[config.mk]
export PLATFORM = sky130hd
export DESIGN_NAME = xmem_part_decode
export DESIGN_NICKNAME = d
export VERILOG_FILES = /design/src/rtl/xmem_param_pkg.sv /design/src/rtl/part_match.sv /design/src/rtl/xmem_part_decode.sv
export SDC_FILE = /design/constraint.sdc
export NUM_CORES = 1
export LEC_CHECK = 0
export ABC_AREA = 1
export CORE_ASPECT_RATIO = 1.4
export CORE_MARGIN = 2
export CORE_UTILIZATION = 40
export DETAILED_ROUTE_END_ITERATION = 8
export PLACE_DENSITY_LB_ADDON = 0.3
export SETUP_SLACK_MARGIN = 0.1
export SLEW_MARGIN = 40
export SYNTH_ARGS = -nofsm -noshare
export SYNTH_HDL_FRONTEND = slang
export SYNTH_SLANG_ARGS = --single-unit
[constraint.sdc]
create_clock -name clk -period 7.15 [get_ports clk]
set_input_delay 0.715 -clock clk [delete_from_list [all_inputs] [get_ports clk]]
set_output_delay 0.715 -clock clk [all_outputs]
set_load 0.005 [all_outputs]
[src/rtl/xmem_param_pkg.sv]
// Shared xmem parameters, range-type names and the partition table entry type.
package xmem_param_pkg;

    localparam int XMEM_AW            = 32;
    localparam int MAX_PARTITION      = 8;
    localparam int LOG2_MAX_PARTITION = 3;
    localparam int LOG2_BANK_NUM      = 2;

    // Memory flavours; BANK_NUM is indexed by these.
    typedef enum logic [1:0] {
        MEM_TYPE_SCALAR = 2'd0,
        MEM_TYPE_ARRAY  = 2'd1,
        MEM_TYPE_CYCLIC = 2'd2
    } mem_type_e;

    localparam int BANK_NUM [3] = '{4, 4, 4};

    // Bank-select rule names for the RANGE_TYPE parameter.
    localparam string RANGE_SCALAR = "SCALAR";
    localparam string RANGE_ARRAY  = "ARRAY";
    localparam string RANGE_CYCLIC = "CYCLIC";

    // One partition: [start_adr, end_adr) plus log2 of its sub-bank size.
    typedef struct packed {
        logic [XMEM_AW-1:0] start_adr;
        logic [XMEM_AW-1:0] end_adr;
        logic [4:0]         bank_shift;
    } part_entry_t;

endpackage

[src/rtl/part_match.sv]
// Combinational priority range compare: lowest-index entry covering adr wins.
module part_match
    import xmem_param_pkg::*;
#(
    parameter int NUM_PART = MAX_PARTITION
) (
    input  logic [XMEM_AW-1:0]                adr_i,
    input  logic [NUM_PART-1:0][XMEM_AW-1:0]  start_i,
    input  logic [NUM_PART-1:0][XMEM_AW-1:0]  end_i,
    output logic                              hit_o,
    output logic [LOG2_MAX_PARTITION-1:0]     idx_o
);

    // Walk from the top entry down so the lowest match is the one left standing.
    // An entry with end <= start can never satisfy both compares.
    always_comb begin
        hit_o = 1'b0;
        idx_o = '0;
        for (int i = NUM_PART - 1; i >= 0; i--) begin
            if ((start_i[i] <= adr_i) && (adr_i < end_i[i])) begin
                hit_o = 1'b1;
                idx_o = LOG2_MAX_PARTITION'(i);
            end
        end
    end

endmodule

[src/rtl/xmem_part_decode.sv]
// xmem partition decode: range lookup (S1) then bank select (S2), valid/ready
// on both sides, full throughput, saturating count of issued misses.
module xmem_part_decode
    import xmem_param_pkg::*;
#(
    parameter string RANGE_TYPE = RANGE_SCALAR,
    parameter int    NUM_PART   = MAX_PARTITION,
    parameter int    TAG_W      = 8,
    parameter int    BANK_SEL_W = LOG2_BANK_NUM
) (
    input  logic                          clk,
    input  logic                          rst,
    input  logic                          cfg_we,
    input  logic [LOG2_MAX_PARTITION-1:0] cfg_idx,
    input  logic [XMEM_AW-1:0]            cfg_start,
    input  logic [XMEM_AW-1:0]            cfg_end,
    input  logic [4:0]                    cfg_bank_shift,
    input  logic                          in_valid,
    output logic                          in_ready,
    input  logic [XMEM_AW-1:0]            in_adr,
    input  logic [TAG_W-1:0]              in_tag,
    output logic                          out_valid,
    input  logic                          out_ready,
    output logic [XMEM_AW-1:0]            out_adr,
    output logic [TAG_W-1:0]              out_tag,
    output logic [LOG2_MAX_PARTITION-1:0] out_partIdx,
    output logic                          out_hit,
    output logic [BANK_SEL_W-1:0]         out_bankSel,
    output logic [15:0]                   miss_cnt
);

    localparam int SCALAR_BANKS = BANK_NUM[MEM_TYPE_SCALAR];
    localparam int RT_SEL = (RANGE_TYPE == RANGE_ARRAY)  ? 1 :
                            (RANGE_TYPE == RANGE_CYCLIC) ? 2 : 0;

    part_entry_t tbl_q [NUM_PART];

    logic [NUM_PART-1:0][XMEM_AW-1:0] m_start, m_end;
    logic                             m_hit;
    logic [LOG2_MAX_PARTITION-1:0]    m_idx;
    logic [XMEM_AW-1:0]               win_start;
    logic [4:0]                       win_shift;

    logic                          s1_vld_q, s1_hit_q;
    logic [XMEM_AW-1:0]            s1_adr_q, s1_start_q;
    logic [TAG_W-1:0]              s1_tag_q;
    logic [LOG2_MAX_PARTITION-1:0] s1_idx_q;
    logic [4:0]                    s1_shift_q;

    logic                          s2_vld_q, s2_hit_q;
    logic [XMEM_AW-1:0]            s2_adr_q;
    logic [TAG_W-1:0]              s2_tag_q;
    logic [LOG2_MAX_PARTITION-1:0] s2_idx_q;
    logic [BANK_SEL_W-1:0]         s2_bsel_q, bsel_d;
    logic [XMEM_AW-1:0]            offs;

    logic [15:0] miss_cnt_q;
    logic        s2_load, s1_adv, in_fire;

    // Table write from RISC; indices at or above NUM_PART match no entry and drop.
    always_ff @(posedge clk) begin
        if (rst) begin
            for (int i = 0; i < NUM_PART; i++) tbl_q[i] <= '0;
        end else begin
            for (int i = 0; i < NUM_PART; i++) begin
                if (cfg_we && (cfg_idx == LOG2_MAX_PARTITION'(i)))
                    tbl_q[i] <= '{start_adr: cfg_start, end_adr: cfg_end, bank_shift: cfg_bank_shift};
            end
        end
    end

    // Flatten the table bounds for the comparator.
    always_comb begin
        for (int i = 0; i < NUM_PART; i++) begin
            m_start[i] = tbl_q[i].start_adr;
            m_end[i]   = tbl_q[i].end_adr;
        end
    end

    part_match #(.NUM_PART(NUM_PART)) u_match (
        .adr_i   (in_adr),
        .start_i (m_start),
        .end_i   (m_end),
        .hit_o   (m_hit),
        .idx_o   (m_idx)
    );

    // Fetch start/shift of the winning entry (entry 0 on a miss; masked later).
    always_comb begin
        win_start = '0;
        win_shift = '0;
        for (int i = 0; i < NUM_PART; i++) begin
            if (m_idx == LOG2_MAX_PARTITION'(i)) begin
                win_start = tbl_q[i].start_adr;
                win_shift = tbl_q[i].bank_shift;
            end
        end
    end

    // Handshake: S2 drains on out_ready, S1 drains into S2, ready ripples back
    // combinationally so a full pipe still takes one request per cycle.
    assign s2_load  = !s2_vld_q || out_ready;
    assign s1_adv   = s1_vld_q && s2_load;
    assign in_ready = !rst && (!s1_vld_q || s1_adv);
    assign in_fire  = in_valid && in_ready;

    // S1: capture the request together with its lookup result.
    always_ff @(posedge clk) begin
        if (rst) begin
            s1_vld_q   <= 1'b0;
            s1_hit_q   <= 1'b0;
            s1_adr_q   <= '0;
            s1_start_q <= '0;
            s1_tag_q   <= '0;
            s1_idx_q   <= '0;
            s1_shift_q <= '0;
        end else begin
            if (in_ready) s1_vld_q <= in_valid;
            if (in_fire) begin
                s1_hit_q   <= m_hit;
                s1_adr_q   <= in_adr;
                s1_tag_q   <= in_tag;
                s1_idx_q   <= m_hit ? m_idx : '0;
                s1_start_q <= win_start;
                s1_shift_q <= win_shift;
            end
        end
    end

    // Bank select per range type; offsets wrap modulo 2^XMEM_AW.
    always_comb begin
        offs = s1_adr_q - s1_start_q;
        if (RT_SEL == 1)
            bsel_d = BANK_SEL_W'(offs >> s1_shift_q);
        else if (RT_SEL == 2)
            bsel_d = BANK_SEL_W'(offs >> 2);
        else
            bsel_d = BANK_SEL_W'((s1_adr_q >> 2) % XMEM_AW'(SCALAR_BANKS));
        if (!s1_hit_q) bsel_d = '0;
    end

    // S2: output register, held while the consumer stalls.
    always_ff @(posedge clk) begin
        if (rst) begin
            s2_vld_q  <= 1'b0;
            s2_hit_q  <= 1'b0;
            s2_adr_q  <= '0;
            s2_tag_q  <= '0;
            s2_idx_q  <= '0;
            s2_bsel_q <= '0;
        end else if (s2_load) begin
            s2_vld_q <= s1_vld_q;
            if (s1_vld_q) begin
                s2_hit_q  <= s1_hit_q;
                s2_adr_q  <= s1_adr_q;
                s2_tag_q  <= s1_tag_q;
                s2_idx_q  <= s1_idx_q;
                s2_bsel_q <= bsel_d;
            end
        end
    end

    // Count misses as they are handed off, sticking at all-ones.
    always_ff @(posedge clk) begin
        if (rst)
            miss_cnt_q <= '0;
        else if (s2_vld_q && out_ready && !s2_hit_q && (miss_cnt_q != 16'hFFFF))
            miss_cnt_q <= miss_cnt_q + 16'd1;
    end

    // Outputs are forced quiet for the whole time reset is held.
    assign out_valid   = s2_vld_q && !rst;
    assign out_hit     = s2_hit_q && !rst;
    assign out_adr     = rst ? '0 : s2_adr_q;
    assign out_tag     = rst ? '0 : s2_tag_q;
    assign out_partIdx = rst ? '0 : s2_idx_q;
    assign out_bankSel = rst ? '0 : s2_bsel_q;
    assign miss_cnt    = rst ? '0 : miss_cnt_q;

endmodule
Word-level counts from Yosys, hierarchy flattened
Memory sizes are Yosys's and may differ from the RTL's.
Cells that the tools add are included.
{ "totals": {"regBits": 108, "ram_bits": 552, "out_inout_bits": 64, "inputBits": 117, "latchBits": 0, "memories": 1, "romBits": 0, "wordCells": 135} }
{ "op_classes": {"addsub": 1, "mul": 0, "order_cmp": 16, "n_reduce_logical": 32, "n_bitwise": 8, "n_eq_ne": 8, "div": 0, "muxes": 57, "n_shift": 0} }
{ "memory_table": {"columns": ["memory", "words", "word_bits", "rd", "rd_ports_with_merged_regs", "write_ports", "line_no", "rtl"], "rows": [
  ["tbl_q", 8, 69, 8, 0, 8, "xmem_part_decode.sv:36", "part_entry_t tbl_q [NUM_PART];"]
]} }
{ "op_table": {"columns": ["operator", "n"], "rows": [
  ["69-bit two-way mux", 8],
  ["32-bit <= comparator", 8],
  ["32-bit less-than comparator", 8],
  ["1-bit two-way mux", 34],
  ["32-bit two-way mux", 1],
  ["3-bit two-way mux", 10],
  ["1-bit logical AND", 24],
  ["16-bit by 1-bit adder with 16-bit output (second input constant)", 1],
  ["16-bit two-way mux", 1],
  ["16-bit != test (second input constant)", 1],
  ["3-bit equality test (second input constant)", 4],
  ["8-bit two-way mux", 1],
  ["1-bit OR", 8],
  ["3-bit by 2-bit equality test with 1-bit output (second input constant)", 2],
  ["1-bit zero test", 4],
  ["2-bit two-way mux", 2],
  ["3-bit by 1-bit equality test with 1-bit output (second input constant)", 1],
  ["3-bit zero test", 1],
  ["1-bit logical OR", 2],
  ["2-bit AND reduction", 1]
]} }

Logic depth before layout (Yosys ltp)
{ "depth": {"depth_word": 11, "depth_mapped": 22, "depth_no_buf": 22} }

Hierarchy
Synthesis repeated with hierarchy kept, for this count alone.
{ "hier_totals": {"hier_cells": 3541, "area_unflattened_um2": 34230.3} }
{ "modules_own_cells": {"columns": ["mod", "cells_per_inst", "seq_area_each_um2", "area_per_inst_um2", "n_inst"], "rows": [
  ["xmem_part_decode", 1729, 17536.8, 22103.7, 1],
  ["part_match", 1812, 0.0, 12126.6, 1]
]} }

Worst setup path after synthesis
Ideal clock, no wire load.
{ "synth_path": {"kind": "input-to-reg", "startpoint": "input port cfg_we", "endpoint": "memory tbl_q[0][143] in the netlist's numbering (enable)", "required_ns": 6.576, "setup_ns": 0.574, "n_path_buf": 0, "cell_stages": 4, "slack_ns": 1.020, "arrival_ns": 5.556, "path_cell_list": "inv_1 nor2_1 inv_1 o21ai_0"} }
{ "synth_rtl": {"columns": ["item", "line_no", "rtl"], "rows": [
  ["start: declaration", "xmem_part_decode.sv:13", "input logic cfg_we,"],
  ["end: declaration", "xmem_part_decode.sv:36", null]
]} }

Worst setup path after layout
{ "layout_path": {"startpoint": "input port in_adr[24]", "endpoint": "register s1_idx_q[2]"} }
{ "layout_via": {"elab_chain_cells": 11, "elab_cells_between_ends": 41, "cone_classes": "order compare: 16; mux: 17; reduce/logical: 8"} }
{ "layout_lines": {"columns": ["item", "line_no", "rtl"], "rows": [
  ["start: declaration", "xmem_part_decode.sv:20", "input logic [XMEM_AW-1:0] in_adr,"],
  ["32-bit <= comparator / 32-bit less-than comparator (equally long branches)", "part_match.sv:20", "if ((start_i[i] <= adr_i) && (adr_i < end_i[i])) begin"],
  ["1-bit logical AND", "part_match.sv:20", null],
  ["3-bit two-way mux / 1-bit two-way mux (equally long branches) (8 in series)", "part_match.sv:20", null],
  ["3-bit two-way mux *", "xmem_part_decode.sv:123", "s1_idx_q <= m_hit ? m_idx : '0;"],
  ["end signal: assignment", "xmem_part_decode.sv:123", null],
  ["end: declaration", "xmem_part_decode.sv:47", "logic [LOG2_MAX_PARTITION-1:0] s1_idx_q;"]
]} }
Mark *: on every way between the ends. The rest lies on a longest branch, timed or not.
A chain may end at the register's enable or synchronous reset.

==> flow_summary.toml <==
[outcome]
outcome = "finished, final reports clean"

[sta]
period_share_pct = 51.65
rsz0062_at_grt = "no"
worst_slew_pin_slew_ns = 0.9420
finalSetupViolCount = 0
finalMaxSlewViolations = 0
finalHoldViolCount = 0
setup_tns_ns = 0
max_slew_margin_pct = 36.62
post-route-min-period_ns = 3.693
fmax_mhz = 270.8
hold_slack_ns = 0.4535
fin_skew_ns = 0.01813

[floorplan]
die_area_um2 = 86970
initial_core_util_pct = 40.27
die-height_um = 348.1
fp-row-count = 126
ios = 181
die_w_um = 249.8
core_um2 = 84030

[worst_setup_path]
crit_family = "simple AND/OR/NAND/NOR gates"
cp_common_cell = "nand2_1"
crit_chain = "clkdlybuf4s50_1 > inv_1 > ha_1 > nand4_1 > nor4_1 > nand2_1 > nand2_1 > nand2_1 > nand2_1 > nand2_1 > nor2_1 > nand4_1 > a21oi_1"
startpoint_type = "input pin"
critPathArrivalTime_ns = 4.22
cp_data_required_time_ns = 7.68
crit_path_top_delay_cell = "nor4_1"
crit_path_end_kind = "register"
regToRegSetupSlack_ns = 4.42
crit_buf_inv = 2
cp_max_fo = 9
path_class = "input pin to register"
max_stage_delay_ns = 0.85

[global_route]
grt_pass1_vias = 24269
antenna_found_initial = 0
grt_overflow = 0
grtUsageTotal_pct = 19.35
grt_pass1_wl_mm = 130.6
grt_max_degree = 98

[clock_network]
cts.repair.resized = 0
root_buffer = "clkbuf_16"
postCtsHoldBufs = 0
clk_latency_ns = 0.61
cts_max_level = 3
cts_setup_buffers = 0
clk_pin_slew_ns = 0.06
numCtsBuffers = 66
numClockSinks = 620
cts_tree = "done"
clock_path_buffers = 3

[synthesis]
async_flop_share_pct = 0
synth_area_um2 = 33840
yosys_warnings = 0
synth_fa_ha_area_share_pct = 18.67
syn_nets = 4062
synth_compound_gate_area_share_pct = 8.745
synth_top_family_by_area = "adder cells"
post-synth-top-count-cell = "nor2_1"
synth_xor_area_share_pct = 0.02588
synth_top_area_cell = "edfxtp_1"
synth_top_flop_cell = "edfxtp_1"
yosys.area.top_type_share_pct = 45.44
avgSynthCellArea_um2 = 9.837
yosys-top-cells-area = "edfxtp_1 (45%), ha_1 (19%), nor2_1 (6.6%)"
synth_seq_cells = 620
synth_common_cells = "nor2_1 (593), edfxtp_1 (512), ha_1 (505), inv_1 (493), nand2_1 (384)"
ys_types = 38
yosysSeqAreaShare_pct = 51.82
synth_cells = 3440
synth-edff-count = 512
muxShareOfSynthArea_pct = 0
yosys.area_share.simple_pct = 14.28

[worst_hold_path]
min_path_type = "register to register"

[pwr]
vdd_ir_drop_max_mv = 0.1529
cellPowerDensity_nw_per_um2 = 225.4
power_leakage_nw = 17.06

[drt]
drtAntennaViolNets = 0
drt-total-wl_mm = 83.78
wl_per_cell_um = 17.60
dr.pass1.iters = 6
route.detailed.drc = 0
via_count = 24276
vias_per_cell = 5.100
dr.first_iter.drc_count = 1314

[placement]
portBuffers = 175
place_congestion = 0.8067
post-dp-hpwl_mm = 60.25

[final_layout]
drive_gt1_share_pct = 4.167
nets = 4245
syn_to_final_growth_pct = 15.54
insertedDiodeCount = 0

[job]
cap_violations = 0
==> cell usage in the layout, fill, tap and decap left out, drive strengths merged <==
cell type      count
clkinv            16
nand3b             5
nor3b              1
and2               1
o221ai             5
o21a              21
o21bai             4
nand3             80
nor4              14
edfxtp           512
xor2               1
clkbuf            97
bufinv             2
nor2b              2
nor2             596
nand4             51
ha               505
a21o               3
dfxtp            108
o211ai            11
a21oi            329
buf               22
inv              502
a31oi              4
nand2            386
nor4b              2
nor3              29
o21ai            177
and3               3
clkdlybuf4s50    174
a211oi             8
clkinvlp           1
==> through the flow <==
| step | area [um2] | instances | power, W | util, % | worst slack [ns] |
|---|---|---|---|---|---|
| CTS | 39050 | 4758 | 0.008906 | 46.48 | 3.469 |
| finish | 39100 | 4760 | 0.008814 | 46.53 | 3.457 |
| detailed placement | 37000 | 4641 | 0.005567 | 44.03 | 2.822 |
| global placement | 36900 | 4637 | 0.005513 | 43.91 | 2.878 |
| global route | 39100 | 4760 | 0.009236 | 46.53 | 3.191 |
| floorplan | 33840 | 3440 | 0.005107 | - | 1.020 |
==> cell families (layout without fill, tap and decap cells) <==
group / count (synthesis) / count (layout)
buffers and inverters: 582 / 814
adders and majority gates: 505 / 505
AOI/OAI and AO/OA: 562 / 562
and+or+nand+nor: 1170 / 1170
DFF: 620 / 620
xor gates and xnor gates: 1 / 1
==> report_power, final <==
part	internal [W]	leakage [nW]	total (W)	switching, W
registers	0.00417	5.85	0.00424	0.0000730
logic	0.000447	10.2	0.00124	0.000788
clock network	0.00192	1.01	0.00334	0.00142
==> registers in the layout, summed over array words and instances, names as in the netlist <==
| signal | flops |
|---|---|
| tbl_q | 512 |
| s1_adr_q | 32 |
| s2_adr_q | 32 |
| miss_cnt_q | 16 |
| s1_tag_q | 8 |
| s2_tag_q | 8 |
| s1_idx_q | 3 |
| s2_idx_q | 3 |
| s2_bsel_q | 2 |
| s1_hit_q | 1 |
| s1_vld_q | 1 |
| s2_hit_q | 1 |
| s2_vld_q | 1 |
==> worst paths after layout <==
path,end,cells after the start,startpoint
hold reg to reg,miss_cnt_q[14],1,miss_cnt_q[14]
setup reg to reg,s1_idx_q[2],15,tbl_q[1][10]
setup / recovery,s1_idx_q[2],13,in_adr[24]
hold / removal,miss_cnt_q[14],1,miss_cnt_q[14]
==> per-layer routing <==
metal	vias up	GRT usage, %	wire length, um
li1	12090	-	-
met1	11645	22.21	34100
met2	415	36.54	43990
met3	126	2.491	3042
met4	0	6.958	2649
met5	-	0	0
==> layout make-up <==
type                       instances  area [um2]
tap                             1088        1361
inverter                         501        1886
timing repair buffer             196        1998
sequential                       620       17540
clock inverter                    20       146.4
clock buffer                      97        1908
multi-input combinational       2238       14260
fill                            7928       44930
No activity file was read; power rests on OpenSTA's default activity.
